**config.mk**
```make
export PLATFORM = sky130hd
export DESIGN_NAME = calc_operand_sequencer
export DESIGN_NICKNAME = d
export VERILOG_FILES = /design/src/rtl/calc_pkg.sv /design/src/rtl/btn_edge_sync.sv /design/src/rtl/calc_operand_sequencer.sv
export SDC_FILE = /design/constraint.sdc
export NUM_CORES = 1
export LEC_CHECK = 0
export CAP_MARGIN = 20
export CORE_MARGIN = 2
export CORE_UTILIZATION = 38
export DETAILED_ROUTE_END_ITERATION = 8
export PLACE_DENSITY_LB_ADDON = 0.15
export SYNTH_ARGS = -nofsm -noshare
export SYNTH_HDL_FRONTEND = slang
export SYNTH_SLANG_ARGS = --single-unit
```
**constraint.sdc**
```tcl
create_clock -name clk -period 1.6 [get_ports clk]
set_input_delay 0.32 -clock clk [delete_from_list [all_inputs] [get_ports clk]]
set_output_delay 0.32 -clock clk [all_outputs]
set_load 0.01 [all_outputs]
```
**src/rtl/calc_pkg.sv**
```systemverilog
// Shared types and constants for the calculator operand sequencer.
package calc_pkg;

    localparam int unsigned CALC_N = 32;
    localparam int unsigned OP_W   = 4;
    localparam int unsigned STEP_W = 3;

    // Operation codes understood by the calculator datapath
    localparam logic [OP_W-1:0] OP_SUMA  = 4'd0;
    localparam logic [OP_W-1:0] OP_RESTA = 4'd1;
    localparam logic [OP_W-1:0] OP_AND   = 4'd2;
    localparam logic [OP_W-1:0] OP_OR    = 4'd3;
    localparam logic [OP_W-1:0] OP_XOR   = 4'd4;
    localparam logic [OP_W-1:0] OP_NOT   = 4'd5;
    localparam logic [OP_W-1:0] OP_SLL   = 4'd6;
    localparam logic [OP_W-1:0] OP_SRL   = 4'd7;
    localparam logic [OP_W-1:0] OP_SRA   = 4'd8;
    localparam logic [OP_W-1:0] OP_CMP   = 4'd9;
    localparam logic [OP_W-1:0] OP_MOV   = 4'd10;
    localparam logic [OP_W-1:0] OP_MAX   = OP_MOV;

    // Sequencer states; the encoding is shown directly on the step LEDs
    typedef enum logic [STEP_W-1:0] {
        S_A    = 3'd0,
        S_B    = 3'd1,
        S_OP   = 3'd2,
        S_EXEC = 3'd3,
        S_SHOW = 3'd4
    } state_t;

endpackage

```
**src/rtl/btn_edge_sync.sv**
```systemverilog
// Two-flop synchroniser followed by a rising-edge detector for a raw button.
module btn_edge_sync (
    input  logic clk,
    input  logic rst_n,
    input  logic btn,
    output logic press_c
);

    logic sync1;
    logic sync2;
    logic prev;

    // Synchronise the raw level and remember the previous synchronised level
    always_ff @(posedge clk) begin
        if (!rst_n) begin
            sync1 <= 1'b0;
            sync2 <= 1'b0;
            prev  <= 1'b0;
        end else begin
            sync1 <= btn;
            sync2 <= sync1;
            prev  <= sync2;
        end
    end

    assign press_c = sync2 & ~prev;

endmodule

```
**src/rtl/calc_operand_sequencer.sv**
```systemverilog
// Collects A, B and the op code via one button, then captures the calculator result.
module calc_operand_sequencer
    import calc_pkg::*;
#(
    parameter int unsigned N = CALC_N
) (
    input  logic              clk,
    input  logic              rst_n,
    input  logic [N-1:0]      data_in,
    input  logic              btn_next,
    input  logic              btn_clear,
    output logic [N-1:0]      a,
    output logic [N-1:0]      b,
    output logic [OP_W-1:0]   operacion,
    input  logic [N-1:0]      result_in,
    input  logic [3:0]        flags_in,
    output logic [N-1:0]      result_q,
    output logic [3:0]        flags_q,
    output logic              done,
    output logic              err,
    output logic [STEP_W-1:0] step
);

    state_t          state;
    state_t          state_d;
    logic [N-1:0]    a_d;
    logic [N-1:0]    b_d;
    logic [OP_W-1:0] op_d;
    logic [N-1:0]    res_d;
    logic [3:0]      flg_d;
    logic            done_d;
    logic            err_d;
    logic            press;

    btn_edge_sync u_next (
        .clk     (clk),
        .rst_n   (rst_n),
        .btn     (btn_next),
        .press_c (press)
    );

    // State and output registers
    always_ff @(posedge clk) begin
        if (!rst_n) begin
            state     <= S_A;
            a         <= '0;
            b         <= '0;
            operacion <= '0;
            result_q  <= '0;
            flags_q   <= '0;
            done      <= 1'b0;
            err       <= 1'b0;
        end else begin
            state     <= state_d;
            a         <= a_d;
            b         <= b_d;
            operacion <= op_d;
            result_q  <= res_d;
            flags_q   <= flg_d;
            done      <= done_d;
            err       <= err_d;
        end
    end

    // Next state and next register values; clear overrides any press
    always_comb begin
        state_d = state;
        a_d     = a;
        b_d     = b;
        op_d    = operacion;
        res_d   = result_q;
        flg_d   = flags_q;
        done_d  = done;
        err_d   = err;
        if (btn_clear) begin
            state_d = S_A;
            res_d   = '0;
            flg_d   = '0;
            done_d  = 1'b0;
            err_d   = 1'b0;
        end else begin
            unique case (state)
                S_A: begin
                    if (press) begin
                        a_d     = data_in;
                        state_d = S_B;
                    end
                end
                S_B: begin
                    if (press) begin
                        b_d     = data_in;
                        state_d = S_OP;
                    end
                end
                S_OP: begin
                    if (press) begin
                        if (data_in[OP_W-1:0] <= OP_MAX) begin
                            op_d    = data_in[OP_W-1:0];
                            err_d   = 1'b0;
                            state_d = S_EXEC;
                        end else begin
                            err_d   = 1'b1;
                        end
                    end
                end
                S_EXEC: begin
                    res_d   = result_in;
                    flg_d   = flags_in;
                    done_d  = 1'b1;
                    state_d = S_SHOW;
                end
                S_SHOW: begin
                    if (press) begin
                        done_d  = 1'b0;
                        state_d = S_A;
                    end
                end
                default: begin
                    state_d = S_A;
                end
            endcase
        end
    end

    assign step = STEP_W'(state);

endmodule
```
# ---- Word level (Yosys, flattened, before mapping)
# Cells that the tools add are included.
dict set report totals {
  elab_cells 43
  in_bits 72
  ff_bits 112
  out_inout_bits 109
}
dict set report classes {
  magnitude_cmp 1
  eq_ne 9
  n_mux 9
  reduce_logical 9
  bitwise_logic 4
}
# cell n
set ops {}
lappend ops {{$mux 3} 5}
lappend ops {{$pmux 3 s5} 1}
lappend ops {{$ne 2x2->1 const B} 5}
lappend ops {{$eq 3x2->1 const B} 2}
lappend ops {{$reduce_and 3->1} 2}
lappend ops {{$reduce_and 5->1} 1}
lappend ops {{$le 4x4->1 const B} 1}
lappend ops {{$reduce_and 2->1} 2}
lappend ops {{$reduce_and 4->1} 1}
lappend ops {{$eq 3x1->1 const B} 1}
lappend ops {{$eq 3x3->1 const B} 1}
lappend ops {{$logic_not 3->1} 1}
lappend ops {{$not 1->1} 3}
lappend ops {{$mux 1} 2}
lappend ops {{$pmux 1 s2} 1}
lappend ops {{$reduce_bool 2->1} 1}
lappend ops {{$reduce_or 2->1} 1}
lappend ops {{$and 1x1->1} 1}

# ---- Logic depth before layout (Yosys ltp)
# Gate-level depths: netlist of run 1.
dict set report logic_depth {
  word_depth 4
  depth_mapped 6
  mapped_depth_nobuf 3
}

# ---- Modules after synthesis
# Synthesis of run 1 repeated with hierarchy kept, for this count alone.
dict set report unflattened {
  cells_unflattened 506
  area_unflattened_um2 4413.0
}
# module n_inst area_each_um2 cells_per_inst
set modules_own_cells {}
lappend modules_own_cells {calc_operand_sequencer 1 4320.4 499}
lappend modules_own_cells {btn_edge_sync 1 92.6 7}

# ---- Worst setup path before layout of run 1
# No wires, ideal clock.
dict set report synth_timing {
  path_type {reg2reg}
  start {register u_next.sync2}
  end {register b[0]}
  required_ps 1480
  period_less_slack_ps 1721
  arrival_ps 1602
  n_path_buf 2
  stages_incl_launch_ff 6
  path_slack_ps -121
  cell_sequence {dfxtp_1 -> or3b_4 -> or4b_1 -> buf_2 -> buf_6 -> mux2i_1}
}
dict set report synth_via {
  elab_chain_cells 2
}
# item line
set synth_lines {}
lappend synth_lines {{start: declaration} btn_edge_sync.sv:10} ;# logic sync2;
lappend synth_lines {{start signal: assignment} btn_edge_sync.sv:21} ;# sync2 <= sync1;
lappend synth_lines {{$and 1x1->1} btn_edge_sync.sv:26} ;# assign press_c = sync2 & ~prev;
lappend synth_lines {{$reduce_and 3->1 (no line)} -}
lappend synth_lines {{end signal: assignment} calc_operand_sequencer.sv:47} ;# b <= '0;
lappend synth_lines {{end signal: assignment} calc_operand_sequencer.sv:56} ;# b <= b_d;
lappend synth_lines {{end: declaration} calc_operand_sequencer.sv:13} ;# output logic [N-1:0] b,
# No other way between the ends.
# A chain may end at the register's enable or synchronous reset.

# ---- Final worst setup path of run 1
dict set report layout_timing {
  start {register u_next.sync2}
  end {register b[11]}
}
# The elaborated chain is that of the path after synthesis.

==> summary.txt, run 1 <==
CTS tree: yes
Final setup fails: 68
Num CTS Buffers: 9
# clock sinks: 112
Crit Path Category: flip-flop to flip-flop
Pwr/cell area: 745.3 nW/um2
Design Area, Final: 6676 um2
Number of global-route vias before repair: 3,615
Buf/Inv on CP: 1
Post-synth top cells: nand2_1, dfxtp_1, mux2i_1
IO buf count: 180
Ports: 181
Largest area contributor in the netlist: dfxtp_1
CP endpoint kind: flip-flop
Final HPWL DP: 7304 um
Number of nets with antenna violations after routing: 0
Top delay family on crit path: simple AND/OR/NAND/NOR gates
Failing checks: negative setup slack
GP Congestion: 0.7440
GRT Residual Overflow: 0
Area delta synth->final: 61.75%
Ys Warns: 0
Router iterations before antenna repair: 4
Worst r2r src: u_next.sync2$_SDFF_PN0_
FMAX: 582.8 MHz
Crit-path slowest cell: or4b_4
Hold_sp: rst_n
Largest net degree at the start of global routing: 61
Synthesized area: 4128 um2
Routed vias/inst: 4.690
Drt initial violations: 133
Final Hold Vio Count: 0
Reg clk slew, reported paths: 0.10 ns
Max-slew violations: 0
CTS Buffer Depth: 2
Max incr delay on CP: 0.56 ns
Leakage power figure: 3.874 nW
Worst Hold End: operacion[3]$_SDFFE_PN0P_
Worst path required time: 1.84 ns
Worst Skew: 0.01651 ns
Mean post-synth cell area: 9.132 um2
EDFF count, synth: 0
Final WL: 11,050 um
Synthesized instance count: 452
Synthesis-stage register bit count: 112
Post-route total power: 4.976 mW
Starting Density: 38.58%
Crit Reg-Reg Endpoint: b[11]$_SDFFE_PN0P_
Final worst setup slack: -0.1159 ns
# DRC: 0
Placed cell area: 6182 um2
CP arrival: 1.96 ns
GRT Util Overall: 18.62%
Max-cap viol count: 0
Crit share post-route: 107.2%
Antenna violations before repair: 0
Core Box Area: 10,700 um2
First-pass GRT wire length: 17,360 um
Top FF cell, synth: dfxtp_1
Maximum vdd ir drop: 392.9 uV
Ant. Diodes: 0
H-tree Lvls: 3
Synth Net Count: 524
Register-to-Register Path Depth: 4
Share of cells above drive strength 1: 8.112%
Worst skew pair latency: 0.36 ns
Net count, final: 708
Via count: 3,663
R2r setup slk: -0.12 ns
Root Buffer: clkbuf_8
Status: finished with violations
Fin crit period: 1.716 ns
Sequential fraction of the synthesis area: 54.32%
Hold crit path type: primary input to flip-flop
Avg WL per Cell: 14.15 um
Async SR Flop Fraction: 0%
Max Fanout on Critical Path: 16
Cell with the most instances after synthesis: nand2_1
Unrepaired setup endpoints after global routing: yes
Least-Margin Pin Slew: 0.2578 ns
Full die area: 11,710 um2
Synth unique cells: 31
Crit-path cells: or3b_4 -> or4b_4 -> buf_12 -> mux2i_1
Die Span Y: 108.2 um
Share of the synthesized area in the top cell type: 54.32%
Die extent in x: 108.2 um
Relative slew slack: 82.81%
Hold path cells: 2
Ranking of synthesized cells by area: dfxtp_1, mux2i_1, nand2_1
FP Rows: 38
Startpoint types: flip-flop
==> where the power goes <==
group	switching [mW]	leakage [nW]	internal, mW
Combinational	0.166	2.87	0.250
Clock	0.956	0.104	0.784
Sequential	0.0106	0.904	2.81
==> registers in the layout, indices dropped and copies added, names as in the netlist <==
| signal | flops |
|---|---|
| b | 32 |
| done | 1 |
| u_next.prev | 1 |
| step | 3 |
| flags_q | 4 |
| err | 1 |
| u_next.sync2 | 1 |
| operacion | 4 |
| u_next.sync1 | 1 |
| a | 32 |
| result_q | 32 |
==> placed cells by master, fill, tap and decap left out, types with 2 or more instances in the layout <==
master	Yosys	layout
mux2i_1	66	66
and2_1	3	3
dlymetal6s2s_1	0	64
nand2b_1	3	3
dfxtp_1	112	110
clkdlybuf4s50_1	0	75
clkinv_4	0	3
buf_6	3	3
nor2b_1	2	2
a21oi_1	39	39
buf_16	0	4
dlygate4sd2_1	0	40
dfxtp_2	0	2
nand3b_1	2	2
buf_12	0	7
buf_4	0	12
clkbuf_8	0	10
o21ai_0	2	2
nand2_1	171	171
==> cell type report <==
cell class,count,area [um2]
timing repair buffer,206,2281
fill,934,4021
clock buffer,11,141.4
multi-input combinational,307,1769
clock inverter,5,65.06
tap,140,175.2
sequential,112,2245
==> stage by stage <==
step	util (%)	worst slack, ns	cells	setup TNS (ns)	hold WS [ns]
4_1_cts	60.87	-0.1651	781	-5.515	0.2450
5_1_grt	62.41	-0.2181	781	-11.18	0.2367
6_report	62.41	-0.1159	781	-5.169	0.2669
2_1_floorplan	-	-0.1138	452	-3.454	0.4118
3_3_place_gp	57.79	-0.6811	757	-37.38	0.4183
3_5_place_dp	57.79	-0.7054	757	-39.14	0.4272
==> repair_timing <==
item,in CTS,in global routing
cloned,4,0
buffers inserted,4,1
hold buffers,0,0
pin swaps,3,5
resized for setup,47,68
hold endpoints to repair,0,0
setup endpoints to repair,107,133
==> logic make-up after synthesis <==
logic type / count (synthesis) / synth area share [%]
AND/OR/NAND/NOR: 193 / 19.49
flip-flops: 112 / 54.32
multiplexers: 66 / 16.00
AO/OA/AOI/OAI: 48 / 6.517
buffers and inverters: 33 / 3.668
==> how the worst max path moves through the flow <==
| stage | depth (start not counted) | end | slack (ns) | start |
|---|---|---|---|---|
| after global placement | 5 | b[16]$_SDFFE_PN0P_ | -0.68 | btn_clear |
| final | 4 | b[11]$_SDFFE_PN0P_ | -0.12 | u_next.sync2$_SDFF_PN0_ |
| after floorplan | 5 | b[0]$_SDFFE_PN0P_ | -0.11 | u_next.prev$_SDFF_PN0_ |
| after CTS | 4 | b[11]$_SDFFE_PN0P_ | -0.17 | u_next.sync2$_SDFF_PN0_ |
| after detailed placement | 5 | b[12]$_SDFFE_PN0P_ | -0.71 | btn_clear |
| after global routing | 6 | a[27]$_SDFFE_PN0P_ | -0.22 | u_next.sync2$_SDFF_PN0_ |
==> per-layer routing <==
| layer | routed length, um | up-vias | track usage [%] |
|---|---|---|---|
| met1 | 4741 | 1688 | 22.37 |
| met2 | 5351 | 114 | 31.67 |
| li1 | - | 1852 | - |
| met3 | 871 | 9 | 6.028 |
| met5 | 0 | - | 0 |
| met4 | 90 | 0 | 5.769 |
(Power assumes the default switching activity.)
==> inputs of run 2 (changes only) <==
--- a/config.mk
+++ b/config.mk
@@ -5,11 +5,11 @@
 export SDC_FILE = /design/constraint.sdc
 export NUM_CORES = 1
 export LEC_CHECK = 0
-export CAP_MARGIN = 20
 export CORE_MARGIN = 2
-export CORE_UTILIZATION = 38
+export CORE_UTILIZATION = 39
 export DETAILED_ROUTE_END_ITERATION = 8
 export PLACE_DENSITY_LB_ADDON = 0.15
 export SYNTH_ARGS = -nofsm -noshare
 export SYNTH_HDL_FRONTEND = slang
+export SYNTH_HIERARCHICAL = 1
 export SYNTH_SLANG_ARGS = --single-unit
==> summary.txt, run 2 <==
Final HPWL DP: 8361 um
Ys Warns: 6
Setup repair bufs after CTS: 0
Least-Margin Pin Slew: 0.4280 ns
Synthesis-stage register bit count: 112
First-pass GRT wire length: 19,340 um
# fillers: 968
Post-CTS Hold Fix Bufs: 0
Pwr/cell area: 807.0 nW/um2
Pint: 4.288 mW
Share of cells above drive strength 1: 8.247%
Post-Synth Simple-Gate Area: 17.38%
Commonest non-fill, non-tap cells in the layout: clkdlybuf4s50_1, dfxtp_1, nand2_1
Relative slew slack: 71.47%
Crit-path cells: clkdlybuf4s50_1
Leading cell type in the layout, fill and taps excluded: clkdlybuf4s50_1
GRT Util Overall: 20.18%
Async SR Flop Fraction: 0%
Router iterations before antenna repair: 5
Number of nets with antenna violations after routing: 0
FP Rows: 38
Switching power: 1.194 mW
Maximum vdd ir drop: 436.4 uV
Placed cell area: 6369 um2
Gate power share: 8.1%
Synth Area in Compound Gates: 24.13%
Placed Cells: 801
Synth unique cells: 34
Share of the synthesized area in the top cell type: 50.81%
CP arrival: 1.24 ns
EDFF count, synth: 0
# DRC: 0
Final setup fails: 0
Reg clk slew, reported paths: 0.07 ns
Net count, final: 746
CTS tree: yes
WHS: 0.4421 ns
Max incr delay on CP: 0.56 ns
Starting Density: 40.35%
IO buf count: 180
Die Span Y: 110.4 um
Ant. Diodes: 0
Avg WL per Cell: 15.45 um
Largest area contributor in the netlist: dfxtp_1
Max-slew violations: 0
GRT Residual Overflow: 0
Max Fanout on Critical Path: 2
Synth Area in Adders: 0%
Status: finished clean
H-tree Lvls: 3
Post-route total power: 5.482 mW
Routed vias/inst: 5.131
Crit share post-route: 97.52%
Final Hold Vio Count: 0
Area delta synth->final: 53.93%
Clock power frac: 40.5%
Switching Fraction: 21.77%
Synthesized instance count: 506
Worst path required time: 1.28 ns
Startpoint types: flip-flop
CP endpoint kind: output pin
Number of global-route vias before repair: 3,998
Antenna violations before repair: 0
Setup TNS: 0 ns
Die extent in x: 110.4 um
Synth Area in XOR/XNOR: 0%
GP Congestion: 0.7612
Top delay family on crit path: buffers and inverters
Largest net degree at the start of global routing: 75
Main combinational cell family by area after synthesis: compound AO/OA/AOI/OAI gates
Root Buffer: clkbuf_16
Mean post-synth cell area: 8.721 um2
Reg power frac: 51.4%
Fin cells: 819
Design Area, Final: 6793 um2
Worst Setup SP: a[2]$_SDFFE_PN0P_
Ports: 181
Drt initial violations: 200
Hold_sp: u_next/sync1$_SDFF_PN0_
Num CTS Buffers: 9
# clock sinks: 112
Synthesized area: 4413 um2
Crit Path Category: flip-flop to output pin
Max-cap viol count: 0
Ranking of synthesized cells by area: dfxtp_1, a21boi_1, nand3_1
Fin crit period: 1.560 ns
Worst r2r src: u_next/sync2$_SDFF_PN0_
Cell with the most instances after synthesis: dfxtp_1
Unrepaired setup endpoints after global routing: yes
Crit-path slowest cell: clkdlybuf4s50_1
Top FF cell, synth: dfxtp_1
Worst Skew: 0.005067 ns
Sequential fraction of the synthesis area: 50.81%
Post-synth top cells: dfxtp_1, nand2_1, a21boi_1, nand3_1, o21ai_1
Largest regs: a: 32 flops, b: 32 flops, result_q: 32 flops
Leakage power figure: 2.690 nW
Via count: 4,202
CTS Buffer Depth: 2
Core Box Area: 10,940 um2
Synth Net Count: 578
Hold crit path type: flip-flop to flip-flop
FMAX: 640.9 MHz
Full die area: 12,180 um2
Worst skew pair latency: 0.34 ns
Final WL: 12,650 um
Buf/Inv on CP: 1
Post-synthesis mux area share: 0.6805%
## run 2: area by class of cell
class,instances,area [um2],area share (%)
Clock inverter,7,72.57,1.068
Timing Repair Buffer,207,2182,32.12
Clock buffer,9,225.2,3.316
Sequential cell,112,2247,33.08
Multi-Input combinational cell,342,1883,27.72
Tap cell,140,175.2,2.579
Inverter,2,7.507,0.1105
## run 2: kinds of logic (layout without fill, tap and decap cells)
logic type | Yosys count | after routing
compound gates | 175 | 175
simple gates | 164 | 164
buf+inv | 52 | 225
mux | 3 | 3
flops | 112 | 112
## run 2: path summary, 6_finish.rpt
| check | slack, ns | cells past startpoint | endpoint |
|---|---|---|---|
| max | 0.04 | 1 | a[2] |
| min | 0.44 | 1 | u_next/sync2$_SDFF_PN0_ |
| max reg2reg | 0.08 | 5 | a[8]$_SDFFE_PN0P_ |
| min reg2reg | 0.44 | 1 | u_next/sync2$_SDFF_PN0_ |
## run 2: timing repair
item                                    4_1_cts  5_1_grt
gates resized for setup                       7       29
gates cloned                                  0        2
pin swaps                                     0        1
endpoints found under the setup margin        7       86
## run 2: power groups by stage
stage / Clock, mW / Sequential, mW / Combinational [mW]
CTS: 2.29 / 2.82 / 0.435
finish: 2.22 / 2.82 / 0.445
global route: 2.41 / 2.82 / 0.476
global placement: 0 / 2.88 / 0.428
detailed placement: 0 / 2.88 / 0.432
floorplan: 0 / 2.89 / 0.146
## run 2: per-layer routing
metal | vias to the layer above | wire, um | global-route usage, %
met4 | 0 | 182 | 6.964
met2 | 126 | 5922 | 31.51
met1 | 1974 | 5733 | 26.82
met3 | 15 | 815 | 5.644
met5 | - | 0 | 0
li1 | 2087 | - | -
## run 2: stage by stage
step / setup slack, ns / util [%]
2_1_floorplan: 0.1942 / -
3_3_place_gp: -0.2114 / 58.24
3_5_place_dp: -0.2399 / 58.24
4_1_cts: 0.004792 / 60.95
5_1_grt: -0.01509 / 62.12
6_report: 0.03961 / 62.12
